File: src/rtl/host_run_bridge.sv
// Host command bridge: lets an external host load data memory, run the core, and read results back.
// Define HOST_TIMEOUT_EN to enable the RUN watchdog (TIMEOUT cycles in WAIT without core_done).
module host_run_bridge #(
  parameter int unsigned AW       = 8,
  parameter int unsigned DW       = 8,
  parameter int unsigned HOLD_CYC = 2,
  parameter logic [15:0] TIMEOUT  = 16'hFFFF
) (
  input  logic          clk,
  input  logic          reset_n,
  input  logic          cmd_valid,
  output logic          cmd_ready,
  input  logic [1:0]    cmd_op,
  input  logic [AW-1:0] cmd_addr,
  input  logic [DW-1:0] cmd_wdata,
  output logic          rsp_valid,
  input  logic          rsp_ready,
  output logic [DW-1:0] rsp_data,
  output logic          rsp_err,
  output logic [15:0]   run_cycles,
  output logic          mem_sel,
  output logic [AW-1:0] mem_addr,
  output logic [DW-1:0] mem_wdata,
  output logic          mem_we,
  input  logic [DW-1:0] mem_rdata,
  output logic          core_reset,
  input  logic          core_done
);

  localparam int unsigned HCW = (HOLD_CYC > 1) ? $clog2(HOLD_CYC) : 1;
  localparam logic [HCW-1:0] HOLD_LAST = HCW'(HOLD_CYC - 1);

  localparam logic [1:0] OP_WRITE = 2'b00;
  localparam logic [1:0] OP_READ  = 2'b01;
  localparam logic [1:0] OP_RUN   = 2'b10;

`ifdef HOST_TIMEOUT_EN
  localparam bit TO_EN = 1'b1;
`else
  localparam bit TO_EN = 1'b0;
`endif

  typedef enum logic [2:0] {
    S_IDLE, S_WR, S_RD_ADDR, S_RD_CAP, S_HOLD, S_WAIT, S_FIN, S_RSP
  } state_t;

  state_t         state, state_nx;
  logic [HCW-1:0] hold_cnt, hold_cnt_nx;
  logic [15:0]    run_cycles_nx;
  logic [DW-1:0]  rsp_data_nx;
  logic           rsp_err_nx;
  logic [AW-1:0]  mem_addr_nx;
  logic [DW-1:0]  mem_wdata_nx;
  logic           cmd_ready_nx;
  logic           rsp_valid_nx;
  logic           mem_we_nx;
  logic           mem_sel_nx;
  logic           core_reset_nx;

  // State and all outputs are registered; next values come from the block below.
  always_ff @(posedge clk or negedge reset_n) begin
    if (!reset_n) begin
      state      <= S_IDLE;
      hold_cnt   <= '0;
      run_cycles <= '0;
      rsp_data   <= '0;
      rsp_err    <= 1'b0;
      mem_addr   <= '0;
      mem_wdata  <= '0;
      cmd_ready  <= 1'b0;
      rsp_valid  <= 1'b0;
      mem_we     <= 1'b0;
      mem_sel    <= 1'b1;
      core_reset <= 1'b1;
    end else begin
      state      <= state_nx;
      hold_cnt   <= hold_cnt_nx;
      run_cycles <= run_cycles_nx;
      rsp_data   <= rsp_data_nx;
      rsp_err    <= rsp_err_nx;
      mem_addr   <= mem_addr_nx;
      mem_wdata  <= mem_wdata_nx;
      cmd_ready  <= cmd_ready_nx;
      rsp_valid  <= rsp_valid_nx;
      mem_we     <= mem_we_nx;
      mem_sel    <= mem_sel_nx;
      core_reset <= core_reset_nx;
    end
  end

  // Next-state and next-output logic.
  always_comb begin
    state_nx      = state;
    hold_cnt_nx   = hold_cnt;
    run_cycles_nx = run_cycles;
    rsp_data_nx   = rsp_data;
    rsp_err_nx    = rsp_err;
    mem_addr_nx   = mem_addr;
    mem_wdata_nx  = mem_wdata;

    case (state)
      S_IDLE: begin
        if (cmd_valid && cmd_ready) begin
          mem_addr_nx  = cmd_addr;
          mem_wdata_nx = cmd_wdata;
          case (cmd_op)
            OP_WRITE: state_nx = S_WR;
            OP_READ:  state_nx = S_RD_ADDR;
            OP_RUN: begin
              state_nx    = S_HOLD;
              hold_cnt_nx = '0;
            end
            default: begin
              state_nx    = S_RSP;
              rsp_data_nx = '0;
              rsp_err_nx  = 1'b1;
            end
          endcase
        end
      end
      S_WR: begin
        state_nx    = S_RSP;
        rsp_data_nx = '0;
        rsp_err_nx  = 1'b0;
      end
      S_RD_ADDR: state_nx = S_RD_CAP;
      S_RD_CAP: begin
        state_nx    = S_RSP;
        rsp_data_nx = mem_rdata;
        rsp_err_nx  = 1'b0;
      end
      S_HOLD: begin
        if (hold_cnt == HOLD_LAST) begin
          state_nx      = S_WAIT;
          run_cycles_nx = '0;
        end else begin
          hold_cnt_nx = hold_cnt + HCW'(1);
        end
      end
      S_WAIT: begin
        // Count includes the cycle in which done is sampled.
        run_cycles_nx = (run_cycles == 16'hFFFF) ? run_cycles : run_cycles + 16'd1;
        if (core_done) begin
          state_nx    = S_FIN;
          rsp_data_nx = DW'(run_cycles_nx);
          rsp_err_nx  = 1'b0;
        end else if (TO_EN && (run_cycles_nx == TIMEOUT)) begin
          state_nx    = S_FIN;
          rsp_data_nx = '1;
          rsp_err_nx  = 1'b1;
        end
      end
      S_FIN: state_nx = S_RSP;
      S_RSP: begin
        if (rsp_valid && rsp_ready) state_nx = S_IDLE;
      end
    endcase

    cmd_ready_nx  = (state_nx == S_IDLE);
    rsp_valid_nx  = (state_nx == S_RSP);
    mem_we_nx     = (state_nx == S_WR);
    mem_sel_nx    = !((state_nx == S_HOLD) || (state_nx == S_WAIT));
    core_reset_nx = (state_nx != S_WAIT);
  end

endmodule

File: config.mk
export PLATFORM = sky130hd
export DESIGN_NAME = host_run_bridge
export DESIGN_NICKNAME = d
export VERILOG_FILES = /design/src/rtl/host_run_bridge.sv
export SDC_FILE = /design/constraint.sdc
export NUM_CORES = 1
export LEC_CHECK = 0
export BUFFER_PORTS_ARGS = -buffer_cell sky130_fd_sc_hd__buf_4
export CORE_MARGIN = 3
export CORE_UTILIZATION = 30
export DETAILED_ROUTE_END_ITERATION = 16
export HOLD_SLACK_MARGIN = 0.06
export PLACE_DENSITY = 0.57
export SLEW_MARGIN = 0
export SYNTH_ARGS = -nofsm -noshare
export SYNTH_HDL_FRONTEND = slang
export SYNTH_SLANG_ARGS = --single-unit
export TNS_END_PERCENT = 50
File: constraint.sdc
create_clock -name clk -period 4.83 [get_ports clk]
set_input_delay 0.966 -clock clk [delete_from_list [all_inputs] [get_ports clk]]
set_output_delay 0.966 -clock clk [all_outputs]
set_load 0.01 [all_outputs]
==> out/results.tsv <==
metric	value	unit
rsz0062_at_grt	false	
p_comb_frac	0.339	
crit_chain	buf_4 > nand2_1 > nor4_4 > nand2_1 > o21ai_0 > and3_1	
worst_pin_slew	1.07	ns
gp_congestion	0.793	
initial_core_util	0.313	
antenna_found_initial	0	
chipWidth	99.1	um
maxCapViolations	0	
ctsHtreeMaxLevel	2	
portBuffers	76	
end_kind	flop	
vdd_drop_max	0.154	mV
cts.repair.resized	0	
hpwl	4530	um
avgRoutedWirePerCell	14.6	um
crit_top_cell	nand2_1	
num_vias	2139	
grt_usage	0.128	
numClockSinks	50	
critPathBufInv	1	
firstDrtPassIters	4	
utilization	0.400	
die_y	99.1	um
crit_type	in2reg	
grt_max_degree	51	
diodes	0	
root_buffer	clkbuf_8	
p_seq_frac	0.471	
fin_hold_ws	0.522	ns
num_io_pins	77	
p_clk_frac	0.190	
ys_ff_latch	50	
hold_class	reg2reg	
p_leak	1.57	nW
drt_iter0_drc	87	
yosysWarnings	0	
setup-tns-final	0	ns
clkTransAtPathRegs	0.10	ns
synthDistinctLibCells	55	
clockBufferDepth	2	
synth-edff-count	0	
period_minus_slack	2.28	ns
setup_viol	0	
synth_area	2600	um2
ant_nets	0	
critPathTopFamily	simple AND/OR/NAND/NOR gates	
num_rows	33	
synthArstFlopShare	1.00	
slowest_stage	nor4_4	
clk_latency	0.31	ns
die_area	9810	um2
wirelength	6240	um
arrival	2.53	ns
slew_headroom	0.283	
swShare	0.375	
slowest_delay	0.81	ns
seq_area_frac_synth	0.483	
power.density	404	nW/um2
postCtsSetupRepairBufs	0	
critPathLaunchType	primary input	
timing_hold_violations_final	0	
first_global_vias	2075	
finalWorstSetupSlack	2.55	ns
cp_max_fo	17	
coreArea	8300	um2
grt_pass1_wl	10100	um
viasPerCell	5.00	
cp.required	5.07	ns
syn2layout_area_growth	27.7	%
syn_nets	287	
period_share	0.473	
max_freq	438	MHz
drcViolationCount	0	
netlist_instances	252	
fin_skew	0.0129	ns
post-place-ws	2.20	ns
p_switching	0.000502	W
synthFlopType	dfrtp_1	
drv_slew	0	
overflow	0	
synth.avg_cell_area	10.3	um2
cts_inserted_buffers	5	
cts_tree	built	
outcome	finished, final reports clean	
cts_hold_buf	0	
drive_gt1_frac	0.350	
internal-power	0.000837	W
finalNetCount	357	
[sequential cells by signal (all words and copies together) (netlist names)]
register    cells
mem_we          1
state           3
run_cycles     16
hold_cnt        1
rsp_valid       1
mem_addr        8
mem_wdata       8
mem_sel         1
rsp_data        8
core_reset      1
cmd_ready       1
rsp_err         1
[final timing paths]
path / start / to / slack (ns) / depth (start not counted)
hold reg to reg: rsp_data[6] / rsp_data[6] / 0.52 / 1
min in group asynchronous: reset_n / rsp_data[3] / 0.67 / 1
max in group asynchronous: reset_n / run_cycles[7] / 3.73 / 1
setup reg to reg: state[0] / rsp_valid / 2.60 / 4
setup / recovery: cmd_valid / rsp_valid / 2.55 / 6
hold / removal: rsp_data[6] / rsp_data[6] / 0.52 / 1
[synth_stat cells (2+ instances only)]
library cell  instances  area (um2)
o21ai_0               8        40.0
and4_1                2        17.5
and3_1                3        18.8
a21o_1                2        15.0
xnor2_1               4        35.0
a22oi_1               2        15.0
a21oi_1              13        65.1
ha_1                  4        50.1
mux2_2               16         180
a31oi_1               5        31.3
o22a_1                3        26.3
clkbuf_1              3        11.3
buf_4                 2        15.0
nand3_1              11        55.1
nand2b_1              3        18.8
or4_1                 2        15.0
mux2i_1               2        20.0
dfrtp_1              48        1200
nor2b_1               2        12.5
o211ai_1              2        15.0
nor3_1               10        50.1
or3_1                 4        25.0
nor2_1               24        90.1
inv_1                 8        30.0
dfstp_2               2        52.6
nor4_4                3        63.8
nand4_1               5        31.3
o22ai_1               3        18.8
nor2_2                2        12.5
buf_2                 7        35.0
a41oi_1               2        17.5
xor2_1                3        26.3
nand2_1              20        75.1
[final cells by class]
class | instances | area, um2
clock inverter | 1 | 5.00
sequential | 50 | 1250
inverter | 8 | 30.0
fill | 825 | 4980
timing repair buffer | 76 | 571
tap | 105 | 131
clock buffer | 7 | 86.3
multi-input combinational | 181 | 1240
[metrics by stage]
| stage | area (um2) | cells | power, W |
|---|---|---|---|
| 4_1_cts | 3320 | 428 | 0.00136 |
| 5_1_grt | 3320 | 428 | 0.00144 |
| 3_5_place_dp | 3230 | 420 | 0.00110 |
| 6_report | 3320 | 428 | 0.00134 |
| 3_3_place_gp | 3230 | 420 | 0.00109 |
| 2_1_floorplan | 2600 | 252 | 0.000916 |
[layout by cell type (no fill, tap or decap), types with 3 or more instances in the layout]
cell type	count
buf_4	76
dfrtp_1	48
nor2_1	24
nand2_1	20
mux2_2	16
a21oi_1	13
nand3_1	11
nor3_1	10
inv_1	8
o21ai_0	8
clkbuf_8	6
nand4_1	5
a31oi_1	5
or3_1	4
xnor2_1	4
ha_1	4
o22ai_1	3
nor4_4	3
nand2b_1	3
o22a_1	3
and3_1	3
xor2_1	3
[power by group through the flow]
| stage | registers [W] | logic (W) | clock network (W) |
|---|---|---|---|
| floorplan | 0.000596 | 0.000319 | 0 |
| global placement | 0.000638 | 0.000456 | 0 |
| detailed placement | 0.000638 | 0.000461 | 0 |
| CTS | 0.000629 | 0.000462 | 0.000268 |
| global route | 0.000646 | 0.000510 | 0.000285 |
| finish | 0.000631 | 0.000455 | 0.000254 |
[logic make-up (layout without fill, tap and decap cells)]
logic type / count (synthesis) / count (layout) / share of synthesized area
AOI/OAI and AO/OA: 50 / 50 / 0.128
xor gates and xnor gates: 7 / 7 / 0.0236
adders and majority gates: 4 / 4 / 0.0193
buffers and inverters: 21 / 92 / 0.0395
DFF: 50 / 50 / 0.483
muxes: 18 / 18 / 0.0771
and+or+nand+nor: 102 / 102 / 0.230
[per-layer routing]
metal,track usage,up-vias,wire length (um)
met5,0,-,0
met4,0.0378,0,61
met3,0.0318,8,332
met2,0.205,55,3040
met1,0.170,1023,2810
li1,-,1053,-
[worst register-to-register path: stages, from the launching register on]
cell	delay [ns]
dfrtp_1	0.60
nor4_4	1.00
nand2_1	0.11
o21ai_0	0.23
and3_1	0.23
No activity file was read; power rests on OpenSTA's default activity.
